--- config.mk ---
export PLATFORM = sky130hd
export DESIGN_NAME = hamming_stream_decoder
export DESIGN_NICKNAME = d
export VERILOG_FILES = /design/src/rtl/hamming_pkg.sv /design/src/rtl/hamming_syndrome.sv /design/src/rtl/hamming_stream_decoder.sv
export SDC_FILE = /design/constraint.sdc
export NUM_CORES = 1
export LEC_CHECK = 0
export CAP_MARGIN = 20
export CORE_AREA = 5 5 101 103
export DETAILED_ROUTE_END_ITERATION = 6
export DIE_AREA = 0 0 106 108
export HOLD_SLACK_MARGIN = 0.12
export PLACE_DENSITY = 0.68
export RECOVER_POWER = 100
export REMOVE_ABC_BUFFERS = 1
export SETUP_SLACK_MARGIN = 0.1
export SLEW_MARGIN = 0
export SYNTH_ARGS = -nofsm -noshare
export SYNTH_HDL_FRONTEND = slang
export SYNTH_HIERARCHICAL = 1
export SYNTH_SLANG_ARGS = --single-unit
--- constraint.sdc ---
create_clock -name clk -period 4.8 [get_ports clk]
set_clock_uncertainty 0.05 [all_clocks]
set_input_delay 0.96 -clock clk [delete_from_list [all_inputs] [get_ports clk]]
set_output_delay 0.96 -clock clk [all_outputs]
set_load 0.02 [all_outputs]
--- src/rtl/hamming_pkg.sv ---
// Shared definitions for the streaming Hamming decoder: position maps, parity sizing, decode status.
// HAMMING_SECDED_EN widens the codeword by one overall-parity bit.
package hamming_pkg;

`ifdef HAMMING_SECDED_EN
  localparam int SECDED_W = 1;
`else
  localparam int SECDED_W = 0;
`endif

  typedef enum logic [1:0] {
    DEC_CLEAN     = 2'd0,
    DEC_CORRECTED = 2'd1,
    DEC_UNCORR    = 2'd2
  } decodeStatus_t;

  function automatic logic is_pow2(input int p);
    return (p > 0) && ((p & (p - 1)) == 0);
  endfunction

  // Payload bit k lives at the k-th Hamming position that is not a power of two (k=0 -> position 3).
  function automatic int data_pos(input int k);
    int pos;
    int seen;
    pos  = 0;
    seen = 0;
    for (int p = 3; p <= 2 * k + 8; p++) begin
      if (pos == 0 && !is_pow2(p)) begin
        if (seen == k) pos = p;
        seen++;
      end
    end
    return pos;
  endfunction

  function automatic int min_par_w(input int dataW);
    int r;
    r = 0;
    for (int c = 1; c < 31; c++) begin
      if (r == 0 && (1 << c) >= dataW + c + 1) r = c;
    end
    return r;
  endfunction

endpackage

--- src/rtl/hamming_syndrome.sv ---
// Combinational syndrome generator: even-parity check over Hamming positions 1..CODE_W.
// With HAMMING_SECDED_EN it also reports the XOR of every codeword bit.
module hamming_syndrome
  import hamming_pkg::*;
#(
  parameter int DATA_W = 8,
  parameter int PAR_W  = 4
) (
  input  logic [DATA_W+PAR_W+SECDED_W-1:0] code,
`ifdef HAMMING_SECDED_EN
  output logic                             overall,
`endif
  output logic [PAR_W-1:0]                 syndrome
);

  localparam int CODE_W = DATA_W + PAR_W;

  // Syndrome bit j covers every position whose index has bit j set.
  always_comb begin
    syndrome = '0;
    for (int j = 0; j < PAR_W; j++) begin
      for (int p = 1; p <= CODE_W; p++) begin
        if (((p >> j) & 1) == 1) syndrome[j] = syndrome[j] ^ code[p-1];
      end
    end
  end

`ifdef HAMMING_SECDED_EN
  assign overall = ^code;
`endif

endmodule

--- src/rtl/hamming_stream_decoder.sv ---
// Two-stage valid/ready Hamming SEC decoder with saturating corrected/uncorrectable counters.
// Define HAMMING_SECDED_EN to add overall parity and double-error detection (SECDED).
module hamming_stream_decoder
  import hamming_pkg::*;
#(
  parameter int DATA_W = 8,
  parameter int PAR_W  = 4,
  parameter int CNT_W  = 16
) (
  input  logic                             clk,
  input  logic                             rst_n,
  input  logic                             in_valid,
  output logic                             in_ready,
  input  logic [DATA_W+PAR_W+SECDED_W-1:0] in_code,
  output logic                             out_valid,
  input  logic                             out_ready,
  output logic [DATA_W-1:0]                out_data,
  output logic [PAR_W-1:0]                 out_syndrome,
  output logic                             out_corrected,
  output logic                             out_uncorr,
  input  logic                             clr_cnt,
  output logic [CNT_W-1:0]                 cnt_corr,
  output logic [CNT_W-1:0]                 cnt_uncorr
);

  localparam int CODE_W = DATA_W + PAR_W;
  localparam logic [PAR_W-1:0] MAX_POS = PAR_W'(CODE_W);

  if (PAR_W < min_par_w(DATA_W)) begin : gParCheck
    $error("hamming_stream_decoder: PAR_W too small for DATA_W");
  end

  logic                s1Valid;
  logic [CODE_W-1:0]   s1Code;
  logic [PAR_W-1:0]    s1Syn;
  logic [PAR_W-1:0]    synComb;
  logic                s2Advance;
  logic                deliver;
  logic                synInRange;
  decodeStatus_t       status;
  logic [CODE_W-1:0]   flipMask;
  logic [CODE_W-1:0]   fixedCode;
  logic [DATA_W-1:0]   decData;
`ifdef HAMMING_SECDED_EN
  logic                s1Overall;
  logic                overallComb;
`endif

  assign s2Advance = !out_valid || out_ready;
  assign in_ready  = !s1Valid || s2Advance;
  assign deliver   = out_valid && out_ready;

  hamming_syndrome #(
    .DATA_W (DATA_W),
    .PAR_W  (PAR_W)
  ) uSyndrome (
    .code     (in_code),
`ifdef HAMMING_SECDED_EN
    .overall  (overallComb),
`endif
    .syndrome (synComb)
  );

  // Stage 1 captures the raw code and its syndrome; it only moves when stage 2 can take its word.
  always_ff @(posedge clk or negedge rst_n) begin
    if (!rst_n) begin
      s1Valid   <= 1'b0;
      s1Code    <= '0;
      s1Syn     <= '0;
`ifdef HAMMING_SECDED_EN
      s1Overall <= 1'b0;
`endif
    end else if (in_ready) begin
      s1Valid <= in_valid;
      if (in_valid) begin
        s1Code    <= in_code[CODE_W-1:0];
        s1Syn     <= synComb;
`ifdef HAMMING_SECDED_EN
        s1Overall <= overallComb;
`endif
      end
    end
  end

  // Classify the word, then flip only the position the syndrome names when it is correctable.
  always_comb begin
    synInRange = (s1Syn != '0) && (s1Syn <= MAX_POS);
    status     = DEC_CLEAN;
`ifdef HAMMING_SECDED_EN
    if (s1Syn != '0) begin
      status = (s1Overall && synInRange) ? DEC_CORRECTED : DEC_UNCORR;
    end else if (s1Overall) begin
      status = DEC_CORRECTED;
    end
`else
    if (s1Syn != '0) begin
      status = synInRange ? DEC_CORRECTED : DEC_UNCORR;
    end
`endif
    flipMask = '0;
    for (int p = 1; p <= CODE_W; p++) begin
      if (status == DEC_CORRECTED && s1Syn == PAR_W'(p)) flipMask[p-1] = 1'b1;
    end
    fixedCode = s1Code ^ flipMask;
  end

  for (genvar k = 0; k < DATA_W; k++) begin : gExtract
    assign decData[k] = fixedCode[data_pos(k)-1];
  end

  // Stage 2 is the output register; it holds everything while the consumer stalls.
  always_ff @(posedge clk or negedge rst_n) begin
    if (!rst_n) begin
      out_valid     <= 1'b0;
      out_data      <= '0;
      out_syndrome  <= '0;
      out_corrected <= 1'b0;
      out_uncorr    <= 1'b0;
    end else if (s2Advance) begin
      out_valid <= s1Valid;
      if (s1Valid) begin
        out_data      <= decData;
        out_syndrome  <= s1Syn;
        out_corrected <= (status == DEC_CORRECTED);
        out_uncorr    <= (status == DEC_UNCORR);
      end
    end
  end

  // Counters track delivered words only; a clear in the same cycle beats the increment.
  always_ff @(posedge clk or negedge rst_n) begin
    if (!rst_n) begin
      cnt_corr   <= '0;
      cnt_uncorr <= '0;
    end else if (clr_cnt) begin
      cnt_corr   <= '0;
      cnt_uncorr <= '0;
    end else if (deliver) begin
      if (out_corrected && cnt_corr != '1) cnt_corr <= cnt_corr + CNT_W'(1);
      if (out_uncorr && cnt_uncorr != '1) cnt_uncorr <= cnt_uncorr + CNT_W'(1);
    end
  end

endmodule

# After elaboration in Yosys (flattened, before gate mapping)
# Index checks and enable logic that the tools add are counted.
# classes
addsub,2
n_bitwise,19
n_reduce_logical,28
eq_ne,16
n_lt_le_gt_ge,1
mux,20
# ops
cell,n
two-way mux 16 bit,6
adder 16 x 1 -> 16 bit (second input constant),2
!= test 16 bit (second input constant),2
== test 4 bit (second input constant),5
bitwise XOR 1 bit,18
== test 4 x 3 -> 1 bit (second input constant),4
logical AND 1 bit,16
two-way mux 1 bit,12
bitwise XOR 12 bit,1
== test 4 x 2 -> 1 bit (second input constant),2
AND reduction 2 bit,4
nonzero test 2 bit,3
== test 4 x 1 -> 1 bit (second input constant),1
less-or-equal comparator 4 bit (second input constant),1
two-way mux 2 bit,2
nonzero test 4 bit,1
== test 2 x 1 -> 1 bit (second input constant),1
== test 2 bit (second input constant),1
zero test 1 bit,2
logical OR 1 bit,2
# word_totals
ff_bits,64
output_inout_bits,48

# Logic depth before layout (Yosys ltp)
# Gate-level depths: netlist of the first run.
# depth
depth_word,8
ltp_mapped,6
ltp_nobuf,5

# By module
# Netlist of the first run, hierarchy kept.
# modules_own_cells
mod,area_each_um2,seq_area_each_um2,cells_each,instances
hamming_stream_decoder,3020.4,1501.4,297,1
hamming_syndrome,165.2,0.0,11,1

# Worst setup path before layout of the first run
# No wires, ideal clock.
# synth_timing
kind,in2reg
startpoint,input out_ready
endpoint,register s1Code[10]
required_time_ns,4.625
stages,4
arrival_time_ns,2.158
slack_ns,2.467
cell_sequence,nand3b_1 -> nand2_1 -> clkbuf_1 -> mux2_2
# synth_via
elab_chain_len,3
# synth_lines
element,line_no,source
"start, declared",hamming_stream_decoder.sv:16,"input logic out_ready,"
logical OR 1 bit,hamming_stream_decoder.sv:49,assign s2Advance = !out_valid || out_ready;
logical OR 1 bit,hamming_stream_decoder.sv:50,assign in_ready = !s1Valid || s2Advance;
AND reduction 2 bit (no line),-,
"end signal, assigned",hamming_stream_decoder.sv:76,s1Code <= in_code[CODE_W-1:0];
"end, declared",hamming_stream_decoder.sv:34,logic [CODE_W-1:0] s1Code;
# No other way between the ends.
# A chain may end at the register's enable or synchronous reset.

# Worst setup path after layout of the first run
# layout_timing
startpoint,input out_ready
endpoint,output in_ready
# layout_via
elab_chain_len,2
# layout_lines
element,line_no,source
logical OR 1 bit,hamming_stream_decoder.sv:49,
logical OR 1 bit,hamming_stream_decoder.sv:50,
"end, declared",hamming_stream_decoder.sv:13,"output logic in_ready,"
# No other way between the ends.

==> flow_results.org, run 1 <==
** Synth
- A synthesized cell averages 10.3 um^2.
- In this run, synthesis inferred 0 flip-flops with an integrated enable.
- Post-synth top area cell :: sky130_fd_sc_hd__dfrtp_1
- By area the synthesized netlist is led by sky130_fd_sc_hd__dfrtp_1 47%, sky130_fd_sc_hd__mux2_2 6.4%, sky130_fd_sc_hd__a21oi_1 3.8%.
- Post-synthesis cell count :: 308
- In the synthesized netlist the dominant register cell turns out to be sky130_fd_sc_hd__dfrtp_1.
- Post-Synthesis Cell Area :: 3190 um^2
- In this run, distinct cell masters in the synthesized netlist total 44.
- Part of the Yosys area used for sequential elements :: 47.1%
- Ys Warns :: 6
- The synthesized design devotes to its leading area cell type 47.1% of total area.
- Async S/R FF share, synth :: 100%
- The synthesized design contains 60 register bits.

** Layout
- Most frequent standard cell in the layout excluding fill and tap cells :: sky130_fd_sc_hd__dfrtp_1
- 0 antenna diodes ended up in the layout.
- Relative to the synthesized area, the layout overhead comes to 29.1%.
- Fraction of final layout cells sized beyond drive strength 1 :: 10.1%
- Leaving out fill and tap cells, the most frequent cells in the layout are 60 x sky130_fd_sc_hd__dfrtp_1, 50 x sky130_fd_sc_hd__dlygate4sd3_1, 24 x sky130_fd_sc_hd__a21oi_1, 23 x sky130_fd_sc_hd__nand2_1, 18 x sky130_fd_sc_hd__mux2_2.
- At the end of the flow, the number of nets in the layout was 389.
- Cells fill 45.2% of the core in the end.
- Final design area excluding fillers :: 4110 um^2
- After the flow finishes, the layout carries non-filler instances totaling 486.

** Worst setup path
- STA classifies the critical path endpoint as an output port.
- At the worst endpoint, the arrival time is 2.46 ns.
- Setup crit end :: in_ready
- Along the worst path, the maximum fanout reaches 5.
- For the worst flop-to-flop path, the logic depth is 4.
- Type of element launching the critical path :: input port
- Critical setup path kind :: in2out
- Capturing point of the worst reg2reg path :: cnt_uncorr[15]
- In this run the register-to-register setup slack is 2.54 ns.
- Data required, critical path :: 3.79 ns
- The most critical setup path has its startpoint at out_ready.
- RR Startpoint :: cnt_uncorr[3]

** Route
- In the routed design, unresolved DRC markers number 0.
- Number of antenna-violating nets in the routed design :: 0
- First-pass iteration count of the detailed router :: 4
- Initial drt markers :: 78
- After detailed routing, the met3 layer carries 412 um of wire.
- Detailed routing placed a total of 3350 um of wire on met2.
- DR top layer :: met4
- Number of vias in the routed layout :: 2628
- After detailed routing, the number of vias per cell comes to 5.41.
- Sum of routed wire length over all layers :: 7390 um
- The detailed router put a total of 3550 um of wire on met1.
- Dividing the detail-routed wire length by the instance count gives 15.2 um.

** Global route
- Largest net degree at the start of global routing :: 61
- Global routing used 13.2% of the available tracks.
- Antenna violations before repair :: 0
- The via count of the first global-routing pass is 2518.
- Summed over all layers, the global routing overflow is 0.
- The first global-routing pass estimated 12200 um of wire.

** Placed design
- The HPWL after detailed placement is 5180 um.
- Counting tap cells, the placed design contains a total of 470 instances.
- Post-place instance area :: 3910 um^2
- Buffers placed on the I/O ports in this run total 64.
- OpenSTA, run right after detailed placement, puts the worst setup slack at 1.50 ns.
- RePlAce Congestion :: 0.808

** CTS
- The clock reaches the later pin of the worst-skew pair after 0.34 ns.
- Post-CTS timing repair inserted 0 buffers for setup.
- The cell sitting at the root of the clock tree is a sky130_fd_sc_hd__clkbuf_8.
- Clock-pin slew was measured on the worst setup and hold paths at 0.07 ns.
- The clock tree synthesis step divided the H-tree into 3 levels.
- The clock passes through at most 2 buffers.
- Once the clock tree was built, the resizer swapped 0 gates to a different size.
- The clock net in this run drives a total of 60 sinks.
- TritonCTS built the clock tree.
- The number of hold buffers added after CTS was 0.
- Number of buffers added by the clock tree synthesis step :: 9

** Run status
- Run status :: finished clean

** Die
- In this run the core area contains 35 standard-cell rows.
- Measured along the x axis, the die boundary spans 106 um.
- Die H :: 108 um
- During I/O placement, the number of pins put on the boundary was 65.
- The initial utilization of the core area, before any placement, comes to 35.0%.
- The floorplan step defined a die boundary enclosing 11400 um^2.
- Core Region :: 9110 um^2

** Power and ir drop
- Leakage power total :: 1.71 nW
- IR analysis of the VDD net gives a maximum drop of 235 uV.
- For this design the ratio of total power to cell area is 358 nW/um^2.

** Timing
- Setup violations remaining at the end of the flow were counted as 0.
- Setup repair after global routing missed its margin :: no
- Number of pins with negative max-slew slack in the final report :: 0
- Worst Tran Pin Value :: 1.03 ns
- Setup ws final :: 1.33 ns
- Final Hold Vio Count :: 0
- Post-route fraction of the period consumed by the critical path :: 72.2%
- The worst pin sits at a relative slew slack of 31.2%.
- In the final timing run, aggregate negative setup slack is 0 ns.
- For the finished layout, the period the worst path requires is 3.47 ns.
- Static timing analysis puts the maximum clock frequency at 0.288 GHz.

** Min path
- Min-delay worst type :: reg2reg

** Job
- Across the run, the number of max-cap violations was 0.
worst min-delay path by stage:
stage	start	end	cells after the start
6_report	out_data[6]	out_data[6]	2
5_1_grt	out_data[6]	out_data[6]	2
4_1_cts	out_data[6]	out_data[6]	2
3_5_place_dp	out_data[6]	out_data[6]	2
3_3_place_gp	s1Valid	out_valid	1
2_1_floorplan	s1Valid	out_valid	1
worst max-delay path, stage by stage:
cell,delay (ns)
sky130_fd_sc_hd__dlygate4sd3_1,0.59
sky130_fd_sc_hd__nand3b_1,0.22
sky130_fd_sc_hd__dlygate4sd3_1,0.68
routing by layer:
metal / vias to the layer above / track usage (%)
met5: - / 0
met4: 0 / 5.37
met3: 8 / 3.70
met2: 71 / 20.8
met1: 1268 / 17.3
li1: 1281 / -
final cells by class:
cell class                      count  area, um^2
Fill cell                         915        5000
Clock inverter                      4        47.5
Tap cell                          111         139
Clock buffer                       12         155
Sequential cell                    60        1500
Timing Repair Buffer               66         647
Inverter                            5        18.8
Multi-Input combinational cell    228        1600
report_power, final:
part | switching, W | internal (W) | total, W
combinational | 0.000172 | 0.000173 | 0.000345
clock | 0.000203 | 0.000267 | 0.000469
sequential | 0.0000817 | 0.000577 | 0.000659
total | 0.000457 | 0.00102 | 0.00147
sequential cells by signal (all words and copies together), names as in the netlist:
| signal | flops |
|---|---|
| cnt_corr | 16 |
| cnt_uncorr | 16 |
| out_corrected | 1 |
| out_data | 8 |
| out_syndrome | 4 |
| out_uncorr | 1 |
| out_valid | 1 |
| s1Code | 8 |
| s1Syn | 4 |
| s1Valid | 1 |
cells by family after synthesis:
| logic type | Yosys count | synth area share [%] |
|---|---|---|
| and+or+nand+nor | 123 | 22.6 |
| AOI/OAI and AO/OA | 61 | 11.5 |
| DFF | 60 | 47.1 |
| muxes | 23 | 8.05 |
| buffers and inverters | 20 | 2.51 |
| xor gates and xnor gates | 19 | 7.38 |
| adders and majority gates | 2 | 0.785 |
synth_stat cells (4+ instances only):
library cell               count
sky130_fd_sc_hd__a211oi_1      4
sky130_fd_sc_hd__a21oi_1      24
sky130_fd_sc_hd__and3_1        5
sky130_fd_sc_hd__clkbuf_1     13
sky130_fd_sc_hd__dfrtp_1      60
sky130_fd_sc_hd__inv_1         4
sky130_fd_sc_hd__mux2_2       18
sky130_fd_sc_hd__nand2_1      23
sky130_fd_sc_hd__nand2b_1      8
sky130_fd_sc_hd__nand3_1      12
sky130_fd_sc_hd__nand4_1       9
sky130_fd_sc_hd__nor2_1       13
sky130_fd_sc_hd__nor2b_1       4
sky130_fd_sc_hd__nor3_1        8
sky130_fd_sc_hd__nor4bb_1      4
sky130_fd_sc_hd__o21ai_0      12
sky130_fd_sc_hd__o31ai_1      14
sky130_fd_sc_hd__or3_1         7
sky130_fd_sc_hd__or4_1        13
sky130_fd_sc_hd__xnor2_1       8
sky130_fd_sc_hd__xnor3_1       5
sky130_fd_sc_hd__xor2_1        6
through the flow:
stage | power, W | hold slack (ns)
finish | 0.00147 | 0.435
CTS | 0.00152 | 0.443
detailed placement | 0.00104 | 0.428
global placement | 0.00103 | 0.424
global route | 0.00156 | 0.457
floorplan | 0.000851 | 0.407
(Power assumes the default switching activity.)
==> run 2, diff against run 1 <==
--- a/config.mk
+++ b/config.mk
@@ -10,7 +10,7 @@
 export DETAILED_ROUTE_END_ITERATION = 6
 export DIE_AREA = 0 0 106 108
 export HOLD_SLACK_MARGIN = 0.12
-export PLACE_DENSITY = 0.68
+export PLACE_DENSITY = 0.7
 export RECOVER_POWER = 100
 export REMOVE_ABC_BUFFERS = 1
 export SETUP_SLACK_MARGIN = 0.1
==> constraint.sdc (replaced) <==
create_clock -name clk -period 3.1 [get_ports clk]
set_clock_uncertainty 0.05 [all_clocks]
set_input_delay 0.62 -clock clk [delete_from_list [all_inputs] [get_ports clk]]
set_output_delay 0.62 -clock clk [all_outputs]
set_load 0.02 [all_outputs]
==> run 2 against run 1 <==
Net effect:
- the run now ends with max-capacitance violations, max-slew violations left
- combinational power grew 55%
- wire length grew 0.46%
- design area grew 0.55%
- total power grew 58%
- clock-buffer cell count is the same
- sequential cell count is the same
- sequential power grew 55%
- via count grew 0.65%
- largest power group unchanged
- highest routed layer unchanged
==> flow_results.org, run 2 (synthesis gave the netlist of run 1 again) <==
** Route
- DRC violation count after routing :: 0
- The final layout contains routed wiring with a total length of 7420 um.
- The detail route stage leaves a number of antenna-violating nets equal to 0.
- The first TritonRoute pass finished after 4 iterations.
- Dividing the detail-routed wire length by the instance count gives 15.2 um.
- The first routing iteration left 83 violations.
- In the routed layout, each cell is associated on average with a via count of 5.41.
- Number of vias in the routed layout :: 2645

** CTS
- The longest clock path from root to sink contains 2 buffers.
- In this run, post-CTS hold repair placed 0 buffers.
- Maximum level of the CTS H-tree :: 3
- TritonCTS built the clock tree.
- Clock-pin slew was measured on the worst setup and hold paths at 0.07 ns.
- Counting every sink on the clock net gives 60.
- Number of gates resized after CTS :: 0
- Number of buffers added by the clock tree synthesis step :: 9
- Post-CTS setup buffers :: 0
- The cell sitting at the root of the clock tree is a sky130_fd_sc_hd__clkbuf_8.
- Insertion delay of the later-clocked pin in the worst-skew pair :: 0.34 ns

** Die
- Area enclosed by the die boundary :: 11400 um^2
- The initialized floorplan defines 35 standard-cell rows.
- Chip Width :: 106 um
- Die H :: 108 um
- Starting density of the core :: 35.0%
- Number of top-level pins :: 65
- Core Region :: 9110 um^2

** Placed design
- Number of placed instances, taps included :: 473
- Detailed placer's ending HPWL :: 5400 um
- Port buffering added 64 buffers.
- At the end of routability-driven placement, the weighted congestion stood at 0.753.

** Layout
- Post-Layout Cell Count :: 489
- Commonest non-fill, non-tap cells in the layout :: 60 x sky130_fd_sc_hd__dfrtp_1, 49 x sky130_fd_sc_hd__dlygate4sd3_1, 24 x sky130_fd_sc_hd__a21oi_1, 23 x sky130_fd_sc_hd__nand2_1, 18 x sky130_fd_sc_hd__mux2_2
- Number of filler cells placed in the layout :: 869
- Largest registers :: cnt_corr: 16 flops, cnt_uncorr: 16 flops
- Count of antenna diodes in the layout :: 0
- The library cell used most frequently in the layout, excluding fill and tap cells, is sky130_fd_sc_hd__dfrtp_1.
- For this run, the post-layout net count is 392.
- Area Growth Syn to Fin :: 29.8%
- Once layout is complete, the utilization of the core stands at 45.4%.
- Fraction of final layout cells sized beyond drive strength 1 :: 10.1%

** Worst setup path
- At the worst endpoint, the required time is 2.43 ns.
- Setup slack of the most critical reg-to-reg path :: 0.60 ns
- In this run the worst path has a maximum fanout of 5.
- The worst setup path is launched from an input port.
- Data arrival time of the worst path :: 2.11 ns
- Critical setup path kind :: in2out
- Crit. End Element :: output port

** Global route
- GRT Overall Usage :: 13.6%
- For this run the aggregate overflow at the end of global routing stands at 0.
- First-pass GRT wire length :: 12600 um
- Antenna violations before repair :: 0
- The via count of the first global-routing pass was 2635.
- Entering global routing, the biggest net connects 61 pins.

** Power and ir drop
- Final Power :: 0.00233 W
- Sequential group share of total power :: 43.7%
- Int Pwr :: 0.00164 W
- In this run switching power makes up 29.8% of total power.
- In this run the power spent charging and discharging nets is 0.000696 W.
- VDD sags by at most 400 uV.
- Leakage power total :: 1.73 nW
- PwrDens :: 564 nW/um^2
- Clock power share :: 33.5%
- Combinational logic burns 22.9% of the power.

** Timing
- At the pin with the least slew margin, the transition time is 1.51 ns.
- Final Hold Vio Count :: 0
- The max-slew violation count came to 60.
- Total negative slack for setup checks :: 0 ns
- Setup repair after global routing missed its margin :: no
- Setup violations remaining at the end of the flow were counted as 0.
- Of the available clock period, the critical path in the final layout requires 89.8%.
- Measured against its own limit, the worst slew margin works out to -0.549%.
- Upper clock frequency limit :: 0.359 GHz
- Final critical delay including setup and external delays :: 2.78 ns

** Min path
- Min-delay worst type :: reg2reg

** Run status
- Failing checks :: max-capacitance violations, max-slew violations
- The run finished, with violations left.

** Job
- The tool flagged a number of max-cap violations equal to 1.
==> run 2: cell count changes in the layout (fill, tap and decap cells not counted), sizes merged <==
cell,delta
buf,+2
clkbuf,+1
bufinv,+1
clkinv,-1
dlygate4sd3,-1
clkdlybuf4s50,+1
==> run 2: final cells by class <==
| cell class | instances | area (um^2) | area share (%) |
|---|---|---|---|
| timing repair buffer | 69 | 667 | 16.1 |
| clock buffer | 12 | 145 | 3.51 |
| multi-input combinational | 228 | 1590 | 38.5 |
| inverter | 5 | 18.8 | 0.454 |
| tap | 111 | 139 | 3.36 |
| clock inverter | 4 | 72.6 | 1.75 |
| sequential | 60 | 1500 | 36.3 |
==> run 2: final timing paths <==
check	startpoint	cells after the start	endpoint
hold reg to reg	out_data[1]	2	out_data[1]
setup reg to reg	cnt_uncorr[8]	4	cnt_uncorr[0]
hold / removal	out_data[1]	2	out_data[1]
min in group asynchronous	rst_n	2	s1Syn[0]
setup / recovery	out_ready	3	in_ready
max in group asynchronous	rst_n	2	cnt_uncorr[15]
==> run 2: worst max-delay path, stage by stage <==
cell and delay (ns):
sky130_fd_sc_hd__dlygate4sd3_1 0.60, sky130_fd_sc_hd__nand3b_1 0.22, sky130_fd_sc_hd__dlygate4sd3_1 0.68
==> run 2: routing by layer <==
layer	vias to the layer above	GRT usage [%]	part of all wire [%]
met5	-	0	0
li1	1282	-	-
met2	66	21.7	47
met1	1283	17.0	46
met4	0	6.20	1.9
met3	14	4.00	5.6
==> run 2: power groups by stage <==
stage	clock [W]	sequential [W]	combinational (W)
after global routing	0.000835	0.00104	0.000588
after floorplan	0	0.00109	0.000226
after detailed placement	0	0.00103	0.000572
after CTS	0.000804	0.00102	0.000575
final	0.000781	0.00102	0.000534
after global placement	0	0.00103	0.000565
==> run 2: per-stage QoR <==
step                      area [um^2]  setup WS (ns)  hold slack [ns]
after global placement           3940          0.477            0.420
final                            4140          0.316            0.428
after CTS                        4150          0.469            0.415
after floorplan                  3120          0.943            0.274
after global routing             4140          0.264            0.457
after detailed placement         3940          0.484            0.425
==> run 3, diff against run 2 <==
--- a/config.mk
+++ b/config.mk
@@ -6,11 +6,11 @@
 export NUM_CORES = 1
 export LEC_CHECK = 0
 export CAP_MARGIN = 20
-export CORE_AREA = 5 5 101 103
+export CORE_AREA = 2 2 98 100
 export DETAILED_ROUTE_END_ITERATION = 6
-export DIE_AREA = 0 0 106 108
+export DIE_AREA = 0 0 100 102
 export HOLD_SLACK_MARGIN = 0.12
-export PLACE_DENSITY = 0.7
+export PLACE_DENSITY = 0.69
 export RECOVER_POWER = 100
 export REMOVE_ABC_BUFFERS = 1
 export SETUP_SLACK_MARGIN = 0.1
==> constraint.sdc (replaced) <==
create_clock -name clk -period 3.1 [get_ports clk]
set_clock_uncertainty 0.05 [all_clocks]
set_input_delay 0.62 -clock clk [delete_from_list [all_inputs] [get_ports clk]]
set_output_delay 0.62 -clock clk [all_outputs]
set_load 0.005 [all_outputs]
==> run 3 against run 2 <==
Net effect:
- the run still ends with max-capacitance violations, max-slew violations left
- non-clock buffer count down 1
- total power down 4.0%
- sequential power about the same
- first-iteration DRC count up 75%
- fmax up 2.2%
- highest routed layer unchanged
- sequential cell count unchanged
- worst hold slack better by 0.0039 ns
- cell count down 0.20%
- largest power group unchanged
==> flow_results.org, run 3 (synthesis gave the netlist of run 1 again) <==
** Global route
- Via count of the first global-routing pass :: 2636
- GR Util met1 :: 21.9%
- In this run the most used layer during global routing was met2.
- M3 GR Usage :: 3.15%
- GRT Overall Usage :: 15.7%
- Largest net degree at the start of global routing :: 40
- Total congestion overflow :: 0
- The first global-routing pass estimated 12700 um of wire.
- In the global route stage, met2 resource usage came out at 24.1%.
- The initial antenna violation count came to 0.

** Layout
- The largest registers in the layout are cnt_corr: 16 flops, cnt_uncorr: 16 flops.
- From synthesis to final layout, the design area changed by 29.3%.
- Nets@finish :: 391
- Commonest non-fill, non-tap cells in the layout :: 60 x sky130_fd_sc_hd__dfrtp_1, 49 x sky130_fd_sc_hd__dlygate4sd3_1, 24 x sky130_fd_sc_hd__a21oi_1, 23 x sky130_fd_sc_hd__nand2_1, 18 x sky130_fd_sc_hd__mux2_2
- Count of antenna diodes in the layout :: 0
- Leaving out fill and tap cells, the most frequent cell in the layout is sky130_fd_sc_hd__dfrtp_1.
- Final design area excluding fillers :: 4120 um^2
- Fraction of final layout cells sized beyond drive strength 1 :: 9.55%

** Placed design
- Detailed placer's ending HPWL :: 5300 um
- In this run the tool buffered the top-level ports with 64 buffer cells.
- Routability-driven placement finished with a final weighted congestion of 0.793.
- Summing all placed instances gives a cell area of 3930 um^2.

** Min path
- Startpoint of the tightest hold check path :: out_data[1]
- The tightest min-delay check is of the reg2reg type.

** CTS
- Number of buffers added by the clock tree synthesis step :: 9
- The number of gates resized after CTS was 0.
- The clock passes through at most 2 buffers.
- Clock tree from TritonCTS :: done
- The H-tree generated during clock tree synthesis spans 3 levels.
- Root cell of the clock tree :: sky130_fd_sc_hd__clkbuf_8
- Insertion delay of the later-clocked pin in the worst-skew pair :: 0.34 ns
- Post-CTS setup buffers :: 0
- After clock tree synthesis, the clock-pin slew on the worst setup and hold paths is 0.07 ns.
- Hold-fix buffers at CTS :: 0
- The clock net in this run drives a total of 60 sinks.

** Worst setup path
- The number of buffers and inverters on the critical path is 2.
- STA classifies the critical path startpoint as an input port.
- Worst setup path start :: out_ready
- Among the stages of the critical path, the cell type that occurs most often is sky130_fd_sc_hd__dlygate4sd3_1.
- For this run, the slowest stage of the critical path takes 0.61 ns.
- RR Startpoint :: cnt_uncorr[8]
- Data required, critical path :: 2.43 ns
- Delay-heaviest family, CP :: buffers and inverters
- Walking the worst path, the cells encountered are dlygate4sd3_1, nand3b_1, dlygate4sd3_1.
- Critical setup path kind :: in2out
- The slowest stage of the critical path is the sky130_fd_sc_hd__dlygate4sd3_1 cell.
- Crit. End Element :: output port
- Data arrives at the worst endpoint at 2.05 ns.
- Biggest fanout along the worst timing path :: 5

** Die
- Die H :: 102 um
- The die covers 10200 um^2.
- The total area inside the core boundary comes to 9110 um^2.
- From left edge to right edge, the die measures 100 um.
- For this configuration, the core starts out at a cell density of 35.0%.
- Number of rows created at floorplan :: 35
- Number of top-level pins :: 65

** Run status
- Failing checks :: max-capacitance violations, max-slew violations
- The flow ran to the end, but the final reports show violations.

** Timing
- Number of pins with negative max-slew slack in the final report :: 29
- Worst Tran Pin Value :: 1.53 ns
- Setup repair after global routing left no endpoint under its margin.
- The hold violation count in the final report was 0.
- Total of endpoints with negative setup slack in the final report :: 0
- Counting I/O delays and the setup requirement, the final critical path takes 2.72 ns.
- Upper clock frequency limit :: 0.367 GHz
- The worst pin sits at a relative slew slack of -1.86%.
- Of the available clock period, the critical path in the final layout requires 87.9%.
- Adding up every negative setup slack in the final design gives 0 ns.

** Job
- Number of maximum-capacitance violations :: 1

** Route
- After detailed routing, the total wire length is 7420 um.
- DRC violation count after routing :: 0
- Number of antenna-violating nets in the routed design :: 0
- Number of vias in the routed layout :: 2649
- After detailed routing, the number of vias per cell comes to 5.43.
- Average wire length per cell after detail routing :: 15.2 um
- Initial drt markers :: 145
- For this run, the detailed router's first-pass iteration total came to 4.

** Power and ir drop
- Worst ir drop on vdd :: 335 uV
- Summed over all cells, the static leakage comes to 1.72 nW.
- In this run the power density over the cells is 544 nW/um^2.
run 3: changes by cell type in the layout (fill, tap and decap cells not counted), sizes merged:
cell	before	now
buf	4	1
clkinv	1	4
clkbuf	14	13
run 3: layout make-up:
type | instances | area, um^2
Sequential cell | 60 | 1500
Inverter | 5 | 18.8
Clock buffer | 9 | 124
Clock inverter | 7 | 91.3
Multi-Input combinational cell | 228 | 1590
Timing Repair Buffer | 68 | 653
Tap cell | 111 | 139
Fill cell | 873 | 4990
run 3: worst min-delay path, stage by stage (launching register included):
cell                      delay, ns
sky130_fd_sc_hd__dfrtp_1       0.35
sky130_fd_sc_hd__nand2_1       0.05
sky130_fd_sc_hd__o21ai_0       0.06
run 3: path summary, 6_finish.rpt:
| path | endpoint | slack (ns) | cells after the start |
|---|---|---|---|
| worst min register to register | out_data[1] | 0.43 | 2 |
| min in group asynchronous | s1Syn[1] | 0.59 | 1 |
| worst max register to register | cnt_uncorr[0] | 0.65 | 4 |
| max in group asynchronous | cnt_corr[4] | 0.80 | 2 |
| worst max-delay path | in_ready | 0.38 | 3 |
| worst min-delay path | out_data[1] | 0.43 | 2 |
run 3: power by group:
group	switching, W	internal, W
registers	0.000126	0.000893
clock network	0.000330	0.000449
logic	0.000175	0.000266
run 3: stage by stage:
| step | cells | setup slack, ns | total power (W) | utilization [%] | hold WS [ns] |
|---|---|---|---|---|---|
| after floorplan | 293 | 1.05 | 0.00123 | - | 0.274 |
| after global placement | 472 | 0.548 | 0.00150 | 43.1 | 0.424 |
| after detailed placement | 472 | 0.477 | 0.00151 | 43.1 | 0.431 |
| after CTS | 488 | 0.546 | 0.00230 | 45.5 | 0.255 |
| after global routing | 488 | 0.279 | 0.00237 | 45.2 | 0.477 |
| final | 488 | 0.375 | 0.00224 | 45.2 | 0.432 |
run 3: metal layers:
metal  vias up  part of all wire, %
li1       1276                    -
met1      1283                   47
met2        78                   46
met3        12                  5.2
met4         0                  1.6
met5         -                    0
